File: src/rtl/alu_op_sequencer.sv
// ----------------------------------------------------------------------------
// alu_op_sequencer
// Issues one operation at a time to an external ALU datapath. It waits a
// fixed latency (add/sub/and/or/mul) or for a divider strobe (div). Then it
// holds the captured result until the consumer accepts it.
//
// Ports
//   clk, reset              single clock, synchronous active-high reset
//   req_valid/req_ready     request handshake (ready only while idle)
//   req_opcode, req_a/b     operation and operands
//   alu_a/b, alu_opcode     registered operands/opcode driven to the ALU
//   alu_result, alu_zero    ALU result and zero flag
//   div_ready               divider completion strobe
//   rsp_valid/rsp_ready     response handshake
//   rsp_result/zero/error   captured response
//   busy                    high whenever not idle
// ----------------------------------------------------------------------------
module alu_op_sequencer #(
   parameter int unsigned MUL_LAT     = 4,
   parameter int unsigned DIV_TIMEOUT = 64
) (
   input  logic          clk,
   input  logic          reset,
   input  logic          req_valid,
   output logic          req_ready,
   input  logic [3:0]    req_opcode,
   input  logic [63:0]   req_a,
   input  logic [63:0]   req_b,
   output logic [63:0]   alu_a,
   output logic [63:0]   alu_b,
   output logic [3:0]    alu_opcode,
   input  logic [127:0]  alu_result,
   input  logic          alu_zero,
   input  logic          div_ready,
   output logic          rsp_valid,
   input  logic          rsp_ready,
   output logic [127:0]  rsp_result,
   output logic          rsp_zero,
   output logic          rsp_error,
   output logic          busy
);

   localparam logic [3:0] OP_ADD = 4'b0010;
   localparam logic [3:0] OP_SUB = 4'b0110;
   localparam logic [3:0] OP_MUL = 4'b1000;
   localparam logic [3:0] OP_DIV = 4'b0011;
   localparam logic [3:0] OP_AND = 4'b0000;
   localparam logic [3:0] OP_OR  = 4'b0001;

   typedef enum logic [1:0] {
      IDLE = 2'd0,
      WAIT = 2'd1,
      DONE = 2'd2
   } state_t;

   state_t      state;
   state_t      state_next;
   logic [7:0]  cnt;
   logic [7:0]  cnt_load;
   logic        legal;
   logic        is_div;
   logic        accept;
   logic        capture;
   logic        fail;

   always_comb begin
      legal    = 1'b0;
      cnt_load = '0;
      case (req_opcode)
         OP_ADD, OP_SUB, OP_AND, OP_OR: legal = 1'b1;
         OP_MUL: begin
            legal    = 1'b1;
            cnt_load = 8'(MUL_LAT - 1);
         end
         OP_DIV: begin
            legal    = 1'b1;
            cnt_load = 8'(DIV_TIMEOUT - 1);
         end
         default: legal = 1'b0;
      endcase
   end

   // alu_opcode is held for the whole WAIT, so it identifies the op in flight.
   assign is_div = (alu_opcode == OP_DIV);

   always_comb begin
      state_next = state;
      accept     = 1'b0;
      capture    = 1'b0;
      fail       = 1'b0;
      case (state)
         IDLE: begin
            if (req_valid) begin
               if (legal) begin
                  accept     = 1'b1;
                  state_next = WAIT;
               end else begin
                  fail       = 1'b1;
                  state_next = DONE;
               end
            end
         end
         WAIT: begin
            // On the timeout edge a divider strobe still wins.
            if (is_div) begin
               if (div_ready) begin
                  capture = 1'b1;
               end else if (cnt == '0) begin
                  fail = 1'b1;
               end
            end else if (cnt == '0) begin
               capture = 1'b1;
            end
            if (capture || fail) begin
               state_next = DONE;
            end
         end
         DONE: begin
            if (rsp_ready) begin
               state_next = IDLE;
            end
         end
         default: state_next = IDLE;
      endcase
   end

   always_ff @(posedge clk) begin
      if (reset) begin
         state      <= IDLE;
         cnt        <= '0;
         alu_a      <= '0;
         alu_b      <= '0;
         alu_opcode <= '0;
         rsp_result <= '0;
         rsp_zero   <= 1'b0;
         rsp_error  <= 1'b0;
      end else begin
         state <= state_next;
         if (accept) begin
            alu_a      <= req_a;
            alu_b      <= req_b;
            alu_opcode <= req_opcode;
            cnt        <= cnt_load;
         end else if (state == WAIT && cnt != '0) begin
            cnt <= cnt - 8'd1;
         end
         if (capture) begin
            rsp_result <= alu_result;
            rsp_zero   <= alu_zero;
            rsp_error  <= 1'b0;
         end else if (fail) begin
            rsp_result <= '0;
            rsp_zero   <= 1'b0;
            rsp_error  <= 1'b1;
         end
      end
   end

   assign req_ready = (state == IDLE);
   assign rsp_valid = (state == DONE);
   assign busy      = (state != IDLE);

endmodule
File: config.mk
export PLATFORM = sky130hd
export DESIGN_NAME = alu_op_sequencer
export DESIGN_NICKNAME = d
export VERILOG_FILES = /design/src/rtl/alu_op_sequencer.sv
export SDC_FILE = /design/constraint.sdc
export NUM_CORES = 1
export LEC_CHECK = 0
export CAP_MARGIN = 10
export CORE_AREA = 2 2 205 207
export CTS_CLUSTER_DIAMETER = 50
export DETAILED_ROUTE_END_ITERATION = 8
export DIE_AREA = 0 0 207 209
export PLACE_DENSITY_LB_ADDON = 0.08
export SLEW_MARGIN = 15
export SYNTH_ARGS = -nofsm -noshare
export SYNTH_HDL_FRONTEND = slang
export SYNTH_SLANG_ARGS = --single-unit
File: constraint.sdc
create_clock -name clk -period 1.8 [get_ports clk]
set_input_delay 0.36 -clock clk [delete_from_list [all_inputs] [get_ports clk]]
set_output_delay 0.36 -clock clk [all_outputs]
set_load 0.01 [all_outputs]
==> results of run 1 <==
[state kept, by name, indices dropped and copies added, names as in the netlist]
signal / count
cnt: 8
rsp_zero: 1
alu_b: 64
state: 2
rsp_error: 1
alu_a: 64
rsp_result: 128
alu_opcode: 4
[cell type report]
type	instances	area (um2)	area share, %
repair buffers	634	7290	39.7
inverters	5	18.8	0.102
well taps	539	674	3.67
flip-flops and latches	272	5450	29.7
clock inverters	22	319	1.74
multi-input cells	607	3500	19.1
clock buffers	49	1100	5.97
diodes	2	5.00	0.0273
[cells in the final DEF, fill, tap and decap left out, types with 12 or more instances in the layout]
cell,Yosys,layout
a21oi_1,141,138
dfxtp_1,272,269
dlymetal6s2s_1,0,228
buf_6,1,12
buf_12,0,27
clkbuf_16,0,51
a22o_1,129,129
clkdlybuf4s50_1,0,270
buf_4,7,51
nand2_1,275,271
dlygate4sd2_1,0,28
[cell families after synthesis]
group           after synthesis
simple gates                312
compound gates              288
flops                       272
buf+inv                      79
mux                           2
fa+ha+maj                     2
xor+xnor                      1
[power breakdown]
| part | total, mW | internal [mW] | leakage (nW) | switching (mW) |
|---|---|---|---|---|
| Clock | 8.32 | 5.35 | 0.681 | 2.97 |
| Combinational | 2.97 | 1.72 | 7.97 | 1.24 |
| Sequential | 6.47 | 6.32 | 2.21 | 0.147 |
| Total | 17.8 | 13.4 | 10.9 | 4.36 |
[routing by layer]
layer  global-route usage (%)  part of all wire, %  vias up
met3                     5.86                  7.8       49
met1                     19.5                   41     4351
met2                     29.1                   49      335
met5                        0                    0        -
li1                         -                    -     4534
met4                     5.47                  2.2        0
[cell usage after synthesis (2+ instances only)]
master	count	area [um2]
a211oi_1	2	15.0
buf_2	37	185
a311oi_1	3	26.3
a21oi_1	141	706
o21a_1	3	22.5
ha_1	2	25.0
nand3_1	2	10.0
dfxtp_1	272	5450
inv_1	5	18.8
a22o_1	129	1130
nor2b_1	3	18.8
nor3_1	9	45.0
nand2b_1	4	25.0
clkbuf_1	25	93.8
nand2_1	275	1030
o21ai_0	3	15.0
nor2_1	5	18.8
buf_1	4	15.0
nor3b_1	2	15.0
mux2i_1	2	20.0
buf_4	7	52.6
[critical path, cell delays in order]
cell and delay (ps):
clkdlybuf4s50_1 490, or3b_4 420, o32ai_4 340, nor2_4 70, buf_12 160, buf_12 130, clkbuf_16 160, a22o_1 220
[timing repair]
item	in CTS	in global routing
setup endpoints to repair	507	439
resized for setup	64	253
cloned	3	14
pin swaps	42	20
setup buffers	18	5
endpoints found under the hold margin	0	0
[per-stage QoR]
stage	area [um2]	utilization [%]	TNS, ps
after floorplan	9140	-	0
after global placement	15600	37.9	-153350
after detailed placement	15600	37.9	-158400
after CTS	17300	42.0	-17980
after global routing	18400	44.5	-24240
final	18400	44.5	-11330
[final timing paths]
check                              from                     endpoint  slack (ps)  cells past startpoint
setup / recovery              req_valid  rsp_result[86]$_SDFFE_PP0P_        -140                      8
hold / removal                    reset       rsp_error$_SDFFE_PP0P_         110                      2
setup reg to reg  state[0]$_SDFFE_PP0P_  rsp_result[86]$_SDFFE_PP0P_        -140                      7
hold reg to reg   alu_b[4]$_SDFFE_PP0P_        alu_b[4]$_SDFFE_PP0P_         450                      2
==> results.ini, run 1 <==
[floorplan]
start_util_pct = 22.1
io_pins = 531
dieHeight_um = 209
core_um2 = 41300
fp-row-count = 75
die_w_um = 207
die_area_um2 = 43300

[yosys]
synth_top_family_by_area = compound AO/OA/AOI/OAI gates
async_flop_share_pct = 0
synth-adder-area-share_pct = 0.274
synth.distinct_cells = 42
synth_nets = 1224
avgSynthCellArea_um2 = 9.55
yosys_most_used_dff = dfxtp_1
synth-simple-area-share_pct = 14.0
ys_ff_latch = 272
synth_compound_area_share_pct = 21.7
synthesis.area_um2 = 9130
yosysSeqAreaShare_pct = 59.6
synthCells = 956
synthXorXnorAreaFrac_pct = 0.0959
yosys_warnings = 0
synth_mux_area_share_pct = 0.219
synth-edff-count = 0

[sta]
layout_setup_ws_ps = -137
setup_viol = 130
tightest_slew_ps = 412
drv_slew = 0
fmax_mhz = 516
hold_slack_ps = 114
rsz0062_at_grt = true
hold_viol = 0
min_period_ps = 1940
timing.final.crit_share_pct = 108
slew_headroom_pct = 72.2
finClkSkew_ps = 15.9

[cts]
path_clk_slew_ps = 50
cts_buffer_depth = 3
cts_tree = done
cts_made_buffers = 41
root_buffer = clkbuf_16
cts_max_level = 2
clk-insertion-delay-late_ps = 550
cts_hold_buf = 0
cts.sinks = 272

[power]
ir_worst_vdd_mv = 0.617
power_density_nw_per_um2 = 968
p_leak_nw = 10.9
p_total_mw = 17.8

[run_status]
status = finished with violations
violations = negative setup slack

[placed_design]
pre_cts_ws_ps = -659
dp_hpwl_um = 27600
place.gp.congestion = 0.770
dp.cells = 2020
placement.io_buffers = 530

[grt]
antenna_found_initial = 2
grt_max_degree = 62
grt_pass1_wl_um = 56700
grt_overflow = 0
grt_usage_pct = 16.9
grt_pass1_vias = 9253

[routing]
drt-pass1-iter-count = 5
drt-wirelength-per-cell_um = 18.8
viasPerCell = 4.35
routed_wl_um = 40100
ant_nets = 0
drtIter0Drc = 317
vias = 9269
drc = 0

[critical_path]
start_kind = input pin
arrival_ps = 2360
critPathKind = input pin to flip-flop
worst_ep_required_time_ps = 2220
endpoint_kind = flip-flop
critPathMaxFanout = 10

[final_layout]
drive_gt1_share_pct = 13.3
syn_to_final_growth_pct = 101
final_nets = 1829
final.fill_count = 3980
fin_cells = 2130

[hold_path]
hold_path_class = input pin to flip-flop

[flow_run]
drv_cap = 0

(Power assumes the default switching activity.)
==> inputs of run 2 (changes only) <==
Settings changed: CTS_CLUSTER_DIAMETER 50 to not set, REMOVE_ABC_BUFFERS set to 1, SLEW_MARGIN 15 to 20.
==> run 2 against run 1 <==
  * The flow still finishes with violations (negative setup slack)
  * Critical path depth fell by 1
  * Register-to-register slack got worse by 40 ps
  * Largest power group unchanged
  * First-iteration DRC count rose by 5.0%
  * Final area fell by 5.3%
  * Critical endpoint is now rsp_result[59]$_SDFFE_PP0P_
  * Critical path type unchanged
  * Non-clock buffer count fell by 1
  * Combinational power fell by 5%
==> results.ini, run 2 (same netlist as run 1, synthesis figures left out) <==
[run_status]
status = finished with violations
violations = negative setup slack

[cts]
cts_made_buffers = 35
path_clk_slew_ps = 50
root_buffer = clkbuf_16
cts.sinks = 272
clk-insertion-delay-late_ps = 520
cts_buffer_depth = 3
cts_tree = done
cts_max_level = 2
cts_hold_buf = 0

[grt]
grt_use_met2_pct = 29.7
grt.busiest_layer = met2
antenna_found_initial = 3
grt_pass1_vias = 9234
grtUsageMet1_pct = 19.5
grt_overflow = 0
grt_max_degree = 124
grt_usage_pct = 17.3
grt_pass1_wl_um = 57600
met3_usage_pct = 6.52

[critical_path]
critPathKind = input pin to flip-flop
r2r_slack_ps = -180
critPathMaxFanout = 58
critical_path.max_stage_delay_ps = 500
arrival_ps = 2400
slowest_stage = clkdlybuf4s50_1
endpoint_kind = flip-flop
path_cells = clkdlybuf4s50_1 -> or3b_4 -> o32ai_2 -> nor2_4 -> buf_12 -> buf_16 -> a22o_1
worst_ep_required_time_ps = 2210
start_kind = input pin

[sta]
slew_headroom_pct = 53.9
timing.final.crit_share_pct = 111
fmax_mhz = 503
tightest_slew_ps = 691
min_period_ps = 1990
hold_viol = 0
drv_slew = 0
setup_viol = 131
finClkSkew_ps = 10.9
rsz0062_at_grt = true
layout_setup_ws_ps = -190

[final_layout]
top_register = rsp_result
drive_gt1_share_pct = 14.9
final_cell_mix = 301 x clkdlybuf4s50_1, 268 x dfxtp_1, 266 x nand2_1
multi_input_area_um2 = 3700
layout_commonest_cell = clkdlybuf4s50_1
reg_top3 = rsp_result (128), alu_a (64), alu_b (64)
final_nets = 1822
largest_reg_flops = 128
final.fill_count = 4163
fin_util_pct = 42.1
regArea_um2 = 5450
fin_cells = 2113
syn_to_final_growth_pct = 90.4

[placed_design]
placement.io_buffers = 530
place.gp.congestion = 0.795
dp_hpwl_um = 28200
dp.cells = 2018

[routing]
viasPerCell = 4.34
drt-pass1-iter-count = 4
drt-wirelength-per-cell_um = 19.5
ant_nets = 0
drc = 0
routed_wl_um = 41100
drtIter0Drc = 333
vias = 9167

[power]
p_leak_nw = 7.94
ir_worst_vdd_mv = 0.415
power_density_nw_per_um2 = 908

[floorplan]
dieHeight_um = 209
die_area_um2 = 43300
fp-row-count = 75
start_util_pct = 22.1
core_um2 = 41300
io_pins = 531
die_w_um = 207

[flow_run]
drv_cap = 0

[hold_path]
hold_path_class = input pin to flip-flop

-- run 2: cell types whose count changed in the layout (fill, tap and decap cells not counted), moves of 3 or more --
cell             before  now
dlymetal6s2s_1      228   35
dlygate4sd2_1        28  190
nand2_2               3    7
a21oi_2               3   39
buf_12               27   20
clkbuf_1              4   10
buf_4                51   59
clkdlybuf4s50_1     270  301
clkinv_4              3    0
bufinv_16             7    0
clkinvlp_4            5    0
clkbuf_16            51   47
a21oi_1             138  101
nand2_1             271  266
-- run 2: layer usage --
layer | routed length, um | up-vias
met3 | 3200 | 57
met2 | 20500 | 318
met5 | 13 | -
met4 | 975 | 2
li1 | - | 4505
met1 | 16400 | 4285
-- run 2: area by class of cell --
cell class,instances,share of cell area (%)
clock inverter,3,0.0864
sequential,272,31.3
clock buffer,52,5.94
antenna,2,0.0288
multi-input combinational,607,21.3
tap,539,3.88
timing repair buffer,633,37.4
inverter,5,0.108
-- run 2: final timing paths --
path                    startpoint                          end  cells after the start
max reg2reg  state[1]$_SDFFE_PP0P_  rsp_result[59]$_SDFFE_PP0P_                      6
min                  req_opcode[0]   alu_opcode[0]$_SDFFE_PP0P_                      4
min reg2reg  alu_b[8]$_SDFFE_PP0P_        alu_b[8]$_SDFFE_PP0P_                      2
max                      req_valid  rsp_result[59]$_SDFFE_PP0P_                      7
-- run 2: report_power, final --
group          switching, mW  internal (mW)
Combinational           1.26           1.56
Sequential             0.149           6.32
Clock                   2.57           3.92
-- run 2: critical path: cells and delay by family --
| kind | cells | cell delay, ps |
|---|---|---|
| buffers and inverters | 3 | 830 |
| AO/OA/AOI/OAI | 2 | 640 |
| AND/OR/NAND/NOR | 2 | 510 |
-- run 2: through the flow --
step                      hold WS (ps)  total power [mW]  area (um2)  setup TNS [ps]  setup WS [ps]
final                              297              15.8       17400          -18260           -190
after detailed placement           446              9.18       15500         -135950           -645
after global routing               324              16.5       17400          -30780           -259
after global placement             442              9.18       15500         -133450           -627
after CTS                          338              15.8       16600          -18240           -174
after floorplan                    429              7.44        8770        -1351290          -6600
-- run 2: what timing repair did --
| item | 4_1_cts | 5_1_grt |
|---|---|---|
| cloned | 2 | 16 |
| pin swaps | 6 | 16 |
| setup endpoints to repair | 328 | 281 |
| buffers inserted | 16 | 7 |
| gates resized for setup | 227 | 109 |
